## src/rtl/alu_driver.sv

```systemverilog
// Sequences one MIPS R-type operation at a time through an external registered ALU.
// Path is accept -> EXEC -> CAPT -> RESP; a new request can be accepted on the response-transfer edge.
module alu_driver #(
  parameter logic [2:0] ILLEGAL_CTRL = 3'b111
) (
  input  logic        clk,
  input  logic        reset,
  input  logic        req_valid,
  output logic        req_ready,
  input  logic [5:0]  req_funct,
  input  logic [31:0] req_a,
  input  logic [31:0] req_b,
  output logic [31:0] alu_a,
  output logic [31:0] alu_b,
  output logic [2:0]  alu_ctrl,
  input  logic [31:0] alu_r,
  input  logic        alu_zero,
  output logic        rsp_valid,
  input  logic        rsp_ready,
  output logic [31:0] rsp_data,
  output logic        rsp_zero,
  output logic        rsp_illegal,
  output logic [15:0] op_count
);

  typedef enum logic [1:0] {IDLE, EXEC, CAPT, RESP} state_t;

  state_t      state_q, state_d;
  logic [31:0] alu_a_q, alu_a_d;
  logic [31:0] alu_b_q, alu_b_d;
  logic [2:0]  alu_ctrl_q, alu_ctrl_d;
  logic        illegal_q, illegal_d;
  logic        rsp_valid_q, rsp_valid_d;
  logic [31:0] rsp_data_q, rsp_data_d;
  logic        rsp_zero_q, rsp_zero_d;
  logic        rsp_illegal_q, rsp_illegal_d;
  logic [15:0] op_count_q, op_count_d;

  logic [2:0]  dec_ctrl;
  logic        dec_illegal;
  logic        req_fire;
  logic        rsp_fire;

  always_comb begin
    dec_ctrl    = ILLEGAL_CTRL;
    dec_illegal = 1'b1;
    case (req_funct)
      6'h20: begin dec_ctrl = 3'b000; dec_illegal = 1'b0; end
      6'h22: begin dec_ctrl = 3'b001; dec_illegal = 1'b0; end
      6'h26: begin dec_ctrl = 3'b010; dec_illegal = 1'b0; end
      default: ;
    endcase
  end

  // In RESP the requester sees rsp_ready directly so a new op can overlap the response transfer.
  always_comb begin
    req_ready = 1'b0;
    if (reset) begin
      if (state_q == IDLE)
        req_ready = 1'b1;
      else if (state_q == RESP)
        req_ready = rsp_ready;
    end
  end

  assign req_fire = req_valid && req_ready;
  assign rsp_fire = rsp_valid_q && rsp_ready;

  always_comb begin
    state_d       = state_q;
    alu_a_d       = alu_a_q;
    alu_b_d       = alu_b_q;
    alu_ctrl_d    = alu_ctrl_q;
    illegal_d     = illegal_q;
    rsp_valid_d   = rsp_valid_q;
    rsp_data_d    = rsp_data_q;
    rsp_zero_d    = rsp_zero_q;
    rsp_illegal_d = rsp_illegal_q;
    op_count_d    = op_count_q;

    case (state_q)
      EXEC: state_d = CAPT;
      CAPT: begin
        rsp_data_d    = alu_r;
        rsp_zero_d    = alu_zero;
        rsp_illegal_d = illegal_q;
        rsp_valid_d   = 1'b1;
        state_d       = RESP;
      end
      default: ;
    endcase

    if (rsp_fire) begin
      rsp_valid_d = 1'b0;
      op_count_d  = op_count_q + 16'd1;
      state_d     = IDLE;
    end

    // Only possible in IDLE or in RESP alongside rsp_fire, so it overrides the IDLE return.
    if (req_fire) begin
      alu_a_d    = req_a;
      alu_b_d    = req_b;
      alu_ctrl_d = dec_ctrl;
      illegal_d  = dec_illegal;
      state_d    = EXEC;
    end
  end

  always_ff @(posedge clk or negedge reset) begin
    if (!reset) begin
      state_q       <= IDLE;
      alu_a_q       <= '0;
      alu_b_q       <= '0;
      alu_ctrl_q    <= 3'b000;
      illegal_q     <= 1'b0;
      rsp_valid_q   <= 1'b0;
      rsp_data_q    <= '0;
      rsp_zero_q    <= 1'b0;
      rsp_illegal_q <= 1'b0;
      op_count_q    <= '0;
    end else begin
      state_q       <= state_d;
      alu_a_q       <= alu_a_d;
      alu_b_q       <= alu_b_d;
      alu_ctrl_q    <= alu_ctrl_d;
      illegal_q     <= illegal_d;
      rsp_valid_q   <= rsp_valid_d;
      rsp_data_q    <= rsp_data_d;
      rsp_zero_q    <= rsp_zero_d;
      rsp_illegal_q <= rsp_illegal_d;
      op_count_q    <= op_count_d;
    end
  end

  assign alu_a       = alu_a_q;
  assign alu_b       = alu_b_q;
  assign alu_ctrl    = alu_ctrl_q;
  assign rsp_valid   = rsp_valid_q;
  assign rsp_data    = rsp_data_q;
  assign rsp_zero    = rsp_zero_q;
  assign rsp_illegal = rsp_illegal_q;
  assign op_count    = op_count_q;

  a_valid_only_in_resp: assert property (@(posedge clk) disable iff (!reset)
    rsp_valid_q == (state_q == RESP));

endmodule

```

## config.mk

```make
export PLATFORM = sky130hd
export DESIGN_NAME = alu_driver
export DESIGN_NICKNAME = d
export VERILOG_FILES = /design/src/rtl/alu_driver.sv
export SDC_FILE = /design/constraint.sdc
export NUM_CORES = 1
export LEC_CHECK = 0
export CAP_MARGIN = 20
export CELL_PAD_IN_SITES_DETAIL_PLACEMENT = 1
export CELL_PAD_IN_SITES_GLOBAL_PLACEMENT = 1
export CORE_MARGIN = 8
export CORE_UTILIZATION = 44
export DETAILED_ROUTE_END_ITERATION = 7
export DONT_BUFFER_PORTS = 1
export PLACE_DENSITY_LB_ADDON = 0.25
export REMOVE_ABC_BUFFERS = 1
export SYNTH_ARGS = -nofsm -noshare
export SYNTH_HDL_FRONTEND = slang
export SYNTH_SLANG_ARGS = --single-unit
```

## constraint.sdc

```tcl
create_clock -name clk -period 1.8 [get_ports clk]
set_clock_uncertainty 0.05 [all_clocks]
set_input_delay 0.36 -clock clk [delete_from_list [all_inputs] [get_ports clk]]
set_output_delay 0.36 -clock clk [all_outputs]
set_load 0.005 [all_outputs]
```

==> results by group <==
Status
  – Status: finished with violations
  – Failing checks: hold timing

Routing
  – Total Routed Length: 13300 um
  – Top sig layer: met4
  – Met1 WL: 5010 um
  – Drt via density: 5.02
  – Drt first pass iters: 4
  – Met2 routed WL: 6560 um
  – WL per Instance: 23.7 um
  – Initial drt markers: 130
  – Met3 routed WL: 1590 um
  – Vias: 2823
  – DRC: 0
  – Routed Antenna Nets: 0

Critical path
  – Critical Path Max Stage Delay: 0.41 ns
  – Crit path kind: reg2out
  – Delay-heaviest family, CP: flip-flops
  – Buf/Inv on CP: 0
  – Critical path's slowest cell: dfrtp_1
  – Crit-path cells: or2_4 -> a21boi_4
  – CP max FO: 4
  – Crit. Startpoint: state_q[0]$_DFFE_PN0P_
  – Worst r2r src: state_q[0]$_DFFE_PN0P_
  – Setup crit end kind: primary output
  – Critical Path Start Type: register
  – CP Data Arrival Time: 1.34 ns
  – Critical Path RT: 1.39 ns

Floorplanning
  – Starting Density: 0.452
  – Die area: 14200 um2
  – Die Y: 119 um
  – Area of the core: 10300 um2
  – Io pins: 226
  – FP Rows: 37
  – Die W: 119 um

Clock network
  – Max Buffers Root-to-Sink: 2
  – CTS Hold Bufs: 99
  – CTS Sinks: 121
  – H-tree Lvls: 4
  – Clk slew on worst S/H paths: 0.06 ns
  – Worst-skew pair later-pin latency: 0.49 ns
  – CTS tree: done
  – TritonCTS buffer count: 17
  – Clock root buffer: clkbuf_8

Power
  – Peak supply drop: 0.000750 V
  – Lkg Pwr: 0.00271 uW
  – Pwr Density: 1660 nW/um2

Timing
  – Final-report hold violation count: 121
  – Total Neg Setup Slack: 0 ns
  – Fin crit period: 1.75 ns
  – Tightest Pin Transition: 0.268 ns
  – Fin. max-slew vios: 0
  – Setup Viol. Count Final: 0
  – Slew headroom: 0.821
  – Final period utilization: 0.974
  – Fmax: 570 MHz
  – WHS: -0.495 ns
  – RSZ-0062 raised after global routing: yes

GRT
  – GR Overflow Total: 0
  – First-pass GRT wire length: 21400 um
  – Vias in the first global route: 3425
  – Antenna violations before repair: 0
  – Pin count of the biggest net entering global routing: 124
  – GRT Util Overall: 0.194

Flow run
  – Maxcap violations: 0

Layout
  – Most common cell after layout, fill and taps aside: dfrtp_1
  – ANT cells: 0
  – Most frequent cells in the layout: 121 x dfrtp_1, 99 x dlygate4sd3_1, 93 x mux2_2, 16 x clkbuf_16
  – Layout net count: 521
  – Fin area: 6400 um2
  – Layout area overhead: 37.2%
  – Layout cells sized above 1: 0.322

Synth
  – Flops & latches, synth: 121
  – Post-Syn Instances: 302
  – Leading area contributor after synthesis: dfrtp_1
  – Synth warn: 0
  – Syn Area/Cell: 15.4 um2
  – Synth unique cells: 28
  – Yosys top cell area share: 0.649
  – Synthesized area: 4670 um2
  – Sequential element share of the synthesized area: 0.649
  – Synth area leaders: dfrtp_1 65%, mux2_2 22%, xnor2_1 2.4%

Hold path
  – Min-delay worst type: in2async

Placed design
  – Placed Area: 4820 um2
  – Port bufs: 0
  – Gpl congestion: 0.702
  – Detailed Place HPWL: 8080 um
## stage by stage
stage / instances / utilization / setup WS [ns] / total power [uW] / hold slack, ns
CTS: 561 / 0.619 / 0.00570 / 10600 / -0.518
floorplan: 289 / - / -0.757 / 6370 / 0.0144
detailed placement: 430 / 0.467 / 0.0835 / 7190 / 0.0179
global placement: 430 / 0.467 / 0.121 / 7040 / 0.0177
finish: 562 / 0.620 / 0.0470 / 10600 / -0.495
global route: 562 / 0.620 / -0.0156 / 11200 / -0.532
## final timing paths
path	to	slack, ns	cells past startpoint
min	op_count[10]$_DFFE_PN0P_	-0.49	0
min reg2reg	illegal_q$_DFFE_PN0P_	0.44	1
max reg2reg	alu_b[4]$_DFFE_PN0P_	0.07	4
max	req_ready	0.05	2
min in group clk	op_count[0]$_DFFE_PN0P_	0.05	2
max in group asynchronous	state_q[1]$_DFFE_PN0P_	1.92	0
## cell families (layout without fill, tap and decap cells)
logic type                 Yosys count  after routing  share of synthesized area
AOI/OAI and AO/OA                    9              9                     0.0142
xor gates and xnor gates            16             16                     0.0300
adders and majority gates            1              1                    0.00268
buffers and inverters               16            140                     0.0244
DFF                                121            121                      0.649
muxes                               98             98                      0.237
and+or+nand+nor                     41             41                     0.0432
## synthesized netlist by cell type
cell,count
a21boi_0,1
a21o_1,1
a21oi_1,3
a21oi_4,1
and2_1,1
and3_1,4
and4_1,1
buf_2,4
buf_4,1
buf_6,6
clkbuf_1,2
dfrtp_1,121
ha_1,1
inv_1,3
mux2_1,5
mux2_2,93
nand2_1,13
nand3_1,5
nand4_1,4
nor2_1,8
nor2b_1,1
nor3_1,2
o21a_1,2
o21ai_0,1
or2_1,1
or4b_2,1
xnor2_1,13
xor2_1,3
## area by class of cell
class                           count  area, um2
Timing Repair Buffer              105       1090
Clock inverter                     13        120
Sequential cell                   121       3030
Clock buffer                       19        442
Inverter                            3       11.3
Fill cell                         940       3920
Multi-Input combinational cell    165       1550
Tap cell                          136        170
## per-layer routing
metal / vias up / track usage
met5: - / 0
met4: 0 / 0.0593
met3: 11 / 0.105
met2: 151 / 0.318
met1: 1392 / 0.212
li1: 1269 / -
## what timing repair did
action / in CTS / in global routing
hold endpoints to repair: 220 / 121
gates resized for setup: 5 / 0
endpoints found under the setup margin: 1 / 4
pin swaps: 1 / 0
gates cloned: 0 / 0
buffers inserted: 0 / 1
## where the power goes
group          internal (uW)  leakage [uW]  switching [uW]
clock                   1910      0.000259            1260
sequential              3980       0.00144            1200
combinational           1460       0.00101             814
total                   7350       0.00271            3270
## registers in the layout (all words and copies together), names as in the netlist
signal and count:
alu_a 32, alu_b 32, rsp_data 32, op_count 16, alu_ctrl 3, state_q 2, illegal_q 1, rsp_illegal 1
rsp_valid 1, rsp_zero 1
No activity file was read; power rests on OpenSTA's default activity.
